[src/rtl/opc2_mem_arb.sv]
// Two-port round-robin arbiter for the OPC2 byte memory, with a bounded burst lock.
// Port 0 is the CPU bus adapter and port 1 is the DMA/debug loader.
module opc2_mem_arb #(
  parameter int AW       = 10,
  parameter int DW       = 8,
  parameter int LOCK_MAX = 4
) (
  input  logic          clk,
  input  logic          reset_b,
  input  logic          req0,
  input  logic          req1,
  input  logic          lock0,
  input  logic          lock1,
  input  logic          rnw0,
  input  logic          rnw1,
  input  logic [AW-1:0] addr0,
  input  logic [AW-1:0] addr1,
  input  logic [DW-1:0] wdata0,
  input  logic [DW-1:0] wdata1,
  output logic          gnt0,
  output logic          gnt1,
  output logic          rvalid0,
  output logic          rvalid1,
  output logic [DW-1:0] rdata,
  output logic [AW-1:0] mem_addr,
  output logic [DW-1:0] mem_wdata,
  output logic          mem_rnw,
  output logic          mem_ce_b,
  input  logic [DW-1:0] mem_rdata
);

  typedef enum logic [1:0] {
    OWN_NONE = 2'd0,
    OWN_P0   = 2'd1,
    OWN_P1   = 2'd2
  } owner_t;

  localparam logic [4:0] LOCK_LIM = 5'(LOCK_MAX);

  owner_t     r_owner;
  logic       r_last;      // 0 = port 0 served last, 1 = port 1
  logic [3:0] r_hold_cnt;
  logic       r_rvalid0;
  logic       r_rvalid1;

  logic       w_gnt0;
  logic       w_gnt1;
  logic       w_hold_ok;

  assign w_gnt0 = (r_owner == OWN_P0) && req0;
  assign w_gnt1 = (r_owner == OWN_P1) && req1;
  // Lock may extend ownership only while the next granted cycle stays below LOCK_MAX.
  assign w_hold_ok = (({1'b0, r_hold_cnt} + 5'd1) < LOCK_LIM);

  assign gnt0    = w_gnt0;
  assign gnt1    = w_gnt1;
  assign rvalid0 = r_rvalid0;
  assign rvalid1 = r_rvalid1;
  assign rdata   = mem_rdata;

  always_comb begin
    mem_ce_b  = 1'b1;
    mem_rnw   = 1'b1;
    mem_addr  = '0;
    mem_wdata = '0;
    if (w_gnt0) begin
      mem_ce_b  = 1'b0;
      mem_rnw   = rnw0;
      mem_addr  = addr0;
      mem_wdata = wdata0;
    end else if (w_gnt1) begin
      mem_ce_b  = 1'b0;
      mem_rnw   = rnw1;
      mem_addr  = addr1;
      mem_wdata = wdata1;
    end
  end

  always_ff @(posedge clk or negedge reset_b) begin
    if (!reset_b) begin
      r_owner    <= OWN_NONE;
      r_last     <= 1'b1;
      r_hold_cnt <= 4'd0;
      r_rvalid0  <= 1'b0;
      r_rvalid1  <= 1'b0;
    end else begin
      r_rvalid0 <= w_gnt0 && rnw0;
      r_rvalid1 <= w_gnt1 && rnw1;
      case (r_owner)
        OWN_NONE: begin
          r_hold_cnt <= 4'd0;
          if (req0 && req1) r_owner <= r_last ? OWN_P0 : OWN_P1;
          else if (req0)    r_owner <= OWN_P0;
          else if (req1)    r_owner <= OWN_P1;
        end
        OWN_P0: begin
          if (req0) begin
            r_last <= 1'b0;
            if (!req1) begin
              r_hold_cnt <= 4'd0;
            end else if (lock0 && w_hold_ok) begin
              r_hold_cnt <= r_hold_cnt + 4'd1;
            end else begin
              r_owner    <= OWN_P1;
              r_hold_cnt <= 4'd0;
            end
          end else begin
            r_owner    <= req1 ? OWN_P1 : OWN_NONE;
            r_hold_cnt <= 4'd0;
          end
        end
        OWN_P1: begin
          if (req1) begin
            r_last <= 1'b1;
            if (!req0) begin
              r_hold_cnt <= 4'd0;
            end else if (lock1 && w_hold_ok) begin
              r_hold_cnt <= r_hold_cnt + 4'd1;
            end else begin
              r_owner    <= OWN_P0;
              r_hold_cnt <= 4'd0;
            end
          end else begin
            r_owner    <= req0 ? OWN_P0 : OWN_NONE;
            r_hold_cnt <= 4'd0;
          end
        end
        default: begin
          r_owner    <= OWN_NONE;
          r_hold_cnt <= 4'd0;
        end
      endcase
    end
  end

endmodule

[config.mk]
export PLATFORM = sky130hd
export DESIGN_NAME = opc2_mem_arb
export DESIGN_NICKNAME = d
export VERILOG_FILES = /design/src/rtl/opc2_mem_arb.sv
export SDC_FILE = /design/constraint.sdc
export NUM_CORES = 1
export LEC_CHECK = 0
export CORE_AREA = 2 2 56 58
export DETAILED_ROUTE_END_ITERATION = 8
export DIE_AREA = 0 0 58 60
export GPL_ROUTABILITY_DRIVEN = 0
export HOLD_SLACK_MARGIN = 0.05
export PLACE_DENSITY = 0.87
export SLEW_MARGIN = 20
export SYNTH_ARGS = -nofsm -noshare
export SYNTH_HDL_FRONTEND = slang
export SYNTH_SLANG_ARGS = --single-unit
export TNS_END_PERCENT = 30
[constraint.sdc]
create_clock -name clk -period 2.2 [get_ports clk]
set_input_delay 0.33 -clock clk [delete_from_list [all_inputs] [get_ports clk]]
set_output_delay 0.33 -clock clk [all_outputs]
set_load 0.02 [all_outputs]
==> After elaboration in Yosys (flattened, before gate mapping) <==
Cells that the tools add are included.
{ "word_totals": {"out_inout_bits": 32, "in_bits": 52, "word_cells": 59, "ff_bits": 9} }
{ "op_classes": {"mux": 31, "magnitude_cmp": 1, "reduce_logical": 11, "add_sub_neg": 2, "eq_ne": 9} }
{ "op_table": {"columns": ["operator", "count"], "rows": [
  ["$mux W4", 6],
  ["$mux W2", 11],
  ["$mux W10", 2],
  ["$mux W8", 2],
  ["$ne A3 B3 Y1 const B", 4],
  ["$pmux W4 S2", 1],
  ["$logic_and A1 B1 Y1", 7],
  ["$mux W1", 7],
  ["$pmux W2 S3", 1],
  ["$add A4 B1 Y5 const B", 1],
  ["$lt A5 B3 Y1 const B", 1],
  ["$reduce_and A5 Y1", 1],
  ["$add A4 B1 Y4 const B", 1],
  ["$ne A2 B2 Y1 const B", 2],
  ["$ne A4 B4 Y1 const B", 1],
  ["$reduce_and A3 Y1", 1],
  ["$eq A2 B1 Y1 const B", 1],
  ["$eq A2 B2 Y1 const B", 1],
  ["$logic_not A2 Y1", 1],
  ["$pmux W1 S2", 1],
  ["$reduce_bool A2 Y1", 1]
]} }

==> Longest topological paths before layout <==
{ "logic_depth": {"depth_word": 7, "depth_mapped": 7, "ltp_nobuf": 7} }

==> Worst setup path after synthesis <==
OpenSTA, ideal clock, no wires.
{ "synth_path": {"path_kind": "reg-to-output", "from": "register r_owner[1]", "to": "output mem_rnw", "t_arrival_ps": 1633, "slack_ps": 237, "path_buffers": 2, "path_stages_with_launch": 8, "t_required_ps": 1870, "cell_sequence": "dfrtp_1 -> inv_1 -> ha_1 -> and2_1 -> buf_2 -> buf_2 -> nor3_1 -> a21oi_1"} }
{ "synth_between": {"elab_cells_between_ends": 6, "classes_between": "eq/ne: 2; mux: 2; reduce/logical: 2"} }
{ "synth_lines": {"columns": ["element", "line", "text"], "rows": [
  ["start: declaration", "40", "owner_t r_owner;"],
  ["start signal: assignment", "92", "if (req0 && req1) r_owner <= r_last ? OWN_P0 : OWN_P1;"],
  ["start signal: assignment", "108", "r_owner <= req1 ? OWN_P1 : OWN_NONE;"],
  ["start signal: assignment", "124", "r_owner <= req0 ? OWN_P0 : OWN_NONE;"],
  ["$eq A2 B1 Y1", "50", "assign w_gnt0 = (r_owner == OWN_P0) && req0;"],
  ["$logic_and A1 B1 Y1", "50", null],
  ["named net gnt0", "20", "output logic gnt0,"],
  ["$mux W1", "66", "if (w_gnt0) begin"],
  ["end: declaration", "27", "output logic mem_rnw,"]
]} }
The timed path passes the listed nets, and every way through them passes these cells.

==> Final worst setup path <==
{ "layout_path": {"from": "register r_owner[0]", "to": "output mem_wdata[6]"} }
{ "layout_between": {"elab_chain_cells": 4, "elab_cells_between_ends": 6, "classes_between": "eq/ne: 2; mux: 2; reduce/logical: 2"} }
{ "layout_lines": {"columns": ["element", "line", "text"], "rows": [
  ["$eq A2 B2 Y1", "51", "assign w_gnt1 = (r_owner == OWN_P1) && req1;"],
  ["$logic_and A1 B1 Y1", "51", null],
  ["$mux W8", "71", "end else if (w_gnt1) begin"],
  ["$mux W8 *", "66", null],
  ["end: declaration", "26", "output logic [DW-1:0] mem_wdata,"]
]} }
Mark *: on every way between the ends. The rest lies on a longest branch, timed or not.

==> metrics.md <==
| Metric | Value |
|---|---|
| GRT Util Overall | `0.1628` |
| Ys async rst share | `1.000` |
| Most frequent cell after synthesis | `a22o_1` |
| First-pass GRT wire length | `4291 um` |
| R2R cell count | `9` |
| Sequential cell area | `226.5 um^2` |
| Grt met2 use | `0.3084` |
| Syn Inst Count | `85` |
| P&R area growth vs syn | `82.51%` |
| Per-cell routed wire length | `14.29 um` |
| Vias in the first global route | `914` |
| Hold slack | `361.9 ps` |
| GR met1 Demand/Resource | `0.1757` |
| CTS tree | `yes` |
| Setup Skew | `0.5094 ps` |
| Antenna viol nets, final | `0` |
| Met3 Track Usage GR | `0.05195` |
| Core ar. | `2903 um^2` |
| Max Slew Vio Count | `0` |
| Fill cells | `284` |
| Root buffer cell | `clkbuf_4` |
| Area leader, netlist | `dfrtp_1` |
| Share of the synthesized area in the top cell type | `0.2477` |
| Status | `completed` |
| Post-CTS setup buffer count | `0` |
| Die footprint | `3480 um^2` |
| Syn. warnings | `0` |
| Synthesized flop and latch total | `9` |
| Worst endpoint required time | `1870 ps` |
| Synth cell count leaders | `a22o_1, buf_4, dfrtp_1, nor2_1` |
| Largest net degree at the start of global routing | `23` |
| Fin nets | `213` |
| # DRC | `0` |
| Gr busiest metal | `met2` |
| Placed wire-length estimate | `2303 um` |
| Max FO, Critical Path | `18` |
| Crit. End Element | `output pin` |
| Distinct cells, synth | `30` |
| Cell Area, Synth | `808.3 um^2` |
| Static Leak | `0.0007017 uW` |
| Initial DRC count | `17` |
| Hold Violations, Final | `0` |
| Final WL | `2687 um` |
| CTS Buf Count | `3` |
| Clock buffer depth | `2` |
| I/O pins | `84` |
| Post-synthesis sequential area ratio | `0.2802` |
| Fin crit period | `2116 ps` |
| RSZ-0062 raised after global routing | `yes` |
| Final TNS setup | `0 ps` |
| CP Launch Type | `flop` |
| PortBufs | `67` |
| Total number of vias | `887` |
| Total congestion overflow | `0` |
| Predominant post-synthesis flop cell | `dfrtp_1` |
| Avg Inst Size Synth | `9.509 um^2` |
| PD cells | `828.8 nW/um^2` |
| Die Y | `60 um` |
| Setup CP Type | `flop to output pin` |
| Die width | `58 um` |
| FF-to-FF Start | `r_owner[1]$_DFFE_PN0P_` |
| Post-synth EDFFs | `0` |
| Fmax achieved | `472.7 MHz` |
| Clk_lat worst skew | `260 ps` |
| Worst min path class | `input port to async pin` |
| Period utilization | `0.9617` |
| Initial Utilization | `0.2784` |
| Arrival @ worst endpoint | `1790 ps` |
| FP Rows | `20` |
| Share of cells above drive strength 1 | `0.2645` |
| Footprint of the multi-input gates | `473.0 um^2` |
| Sink Count | `9` |
| Initial antenna violation count | `0` |
| Vias/cell | `4.718` |
| Crit Reg-Reg Endpoint | `r_owner[1]$_DFFE_PN0P_` |
| Flop2flop setup slack | `330 ps` |
| Final Setup Violations | `0` |
| Drt first pass iters | `4` |
| Max_cap viols | `0` |
| H-tree Lvls | `1` |
| Clock Pin Slew Worst Setup and Hold Paths | `60 ps` |
| Max VDD drop | `591.8 uV` |
| Number of diodes | `0` |
| Ranking of synthesized cells by area | `dfrtp_1, a22o_1, buf_4` |
==> through the flow <==
stage | worst slack (ps) | cells | instance area [um^2] | utilization | power, uW
floorplan | 236.6 | 86 | 812.0 | - | 759.6
global placement | -114.6 | 184 | 1538 | 0.5297 | 1164
detailed placement | -126.6 | 184 | 1538 | 0.5297 | 1193
CTS | 8.492 | 188 | 1538 | 0.5297 | 1257
global route | -29.33 | 188 | 1475 | 0.5082 | 1323
finish | 84.37 | 188 | 1475 | 0.5082 | 1223
==> state kept, by name, summed over array words and instances (netlist names) <==
register,flops
r_hold_cnt,4
r_last,1
r_owner,2
rvalid0,1
rvalid1,1
==> worst max-delay path by stage <==
stage / from / depth (start not counted) / end / slack, ps
6_report: r_owner[0]$_DFFE_PN0P_ / 6 / mem_wdata[6] / 80
5_1_grt: r_owner[0]$_DFFE_PN0P_ / 6 / mem_wdata[6] / -30
4_1_cts: r_owner[0]$_DFFE_PN0P_ / 6 / mem_addr[8] / 8
3_5_place_dp: req0 / 6 / mem_rnw / -130
3_3_place_gp: req0 / 6 / mem_rnw / -110
2_1_floorplan: r_owner[1]$_DFFE_PN0P_ / 7 / mem_rnw / 240
==> worst max-delay path, cell delays in order, from the launching register on <==
cell             delay (ps)
dfrtp_1                 390
ha_1                    210
and2_2                  230
nor2_4                  110
buf_12                  150
a22o_1                  130
clkdlybuf4s15_1         300
==> cell families after synthesis <==
kind of cell / after synthesis / synth area share
buffers and inverters: 18 / 0.1408
other: 1 / 0.004640
muxes: 4 / 0.06192
and+or+nand+nor: 20 / 0.1378
DFF: 9 / 0.2802
AOI/OAI and AO/OA: 28 / 0.2972
adders and majority gates: 5 / 0.07740
==> cell usage in the layout, fill, tap and decap left out, drive strengths merged, types with 4 or more instances in the layout <==
cell	count
inv	4
clkdlybuf4s50	45
dfrtp	8
ha	5
buf	11
clkbuf	22
a21oi	5
nor2	7
a22o	18
==> routing by layer <==
metal | wire length [um] | up-vias
met5 | 0 | -
met4 | 4 | 0
met3 | 199 | 2
met2 | 1471 | 36
met1 | 1011 | 410
li1 | - | 439
==> what timing repair did <==
| item | 4_1_cts | 5_1_grt |
|---|---|---|
| endpoints found under the setup margin | 21 | 20 |
| resized for setup | 21 | 39 |
| hold buffers | 0 | 0 |
| cloned | 0 | 0 |
==> layout make-up <==
cell class | count | share of cell area
clock buffer | 4 | 0.01781
tap | 33 | 0.02799
sequential | 9 | 0.1535
multi-input combinational | 59 | 0.3206
timing repair buffer | 78 | 0.4665
inverter | 5 | 0.01357
==> power by group <==
part	total, uW	internal, uW	switching, uW
sequential	229	207	21.8
clock	124	69.6	53.9
combinational	870	437	433
total	1220	714	509
Note: power is estimated with default switching activity, not from simulation.
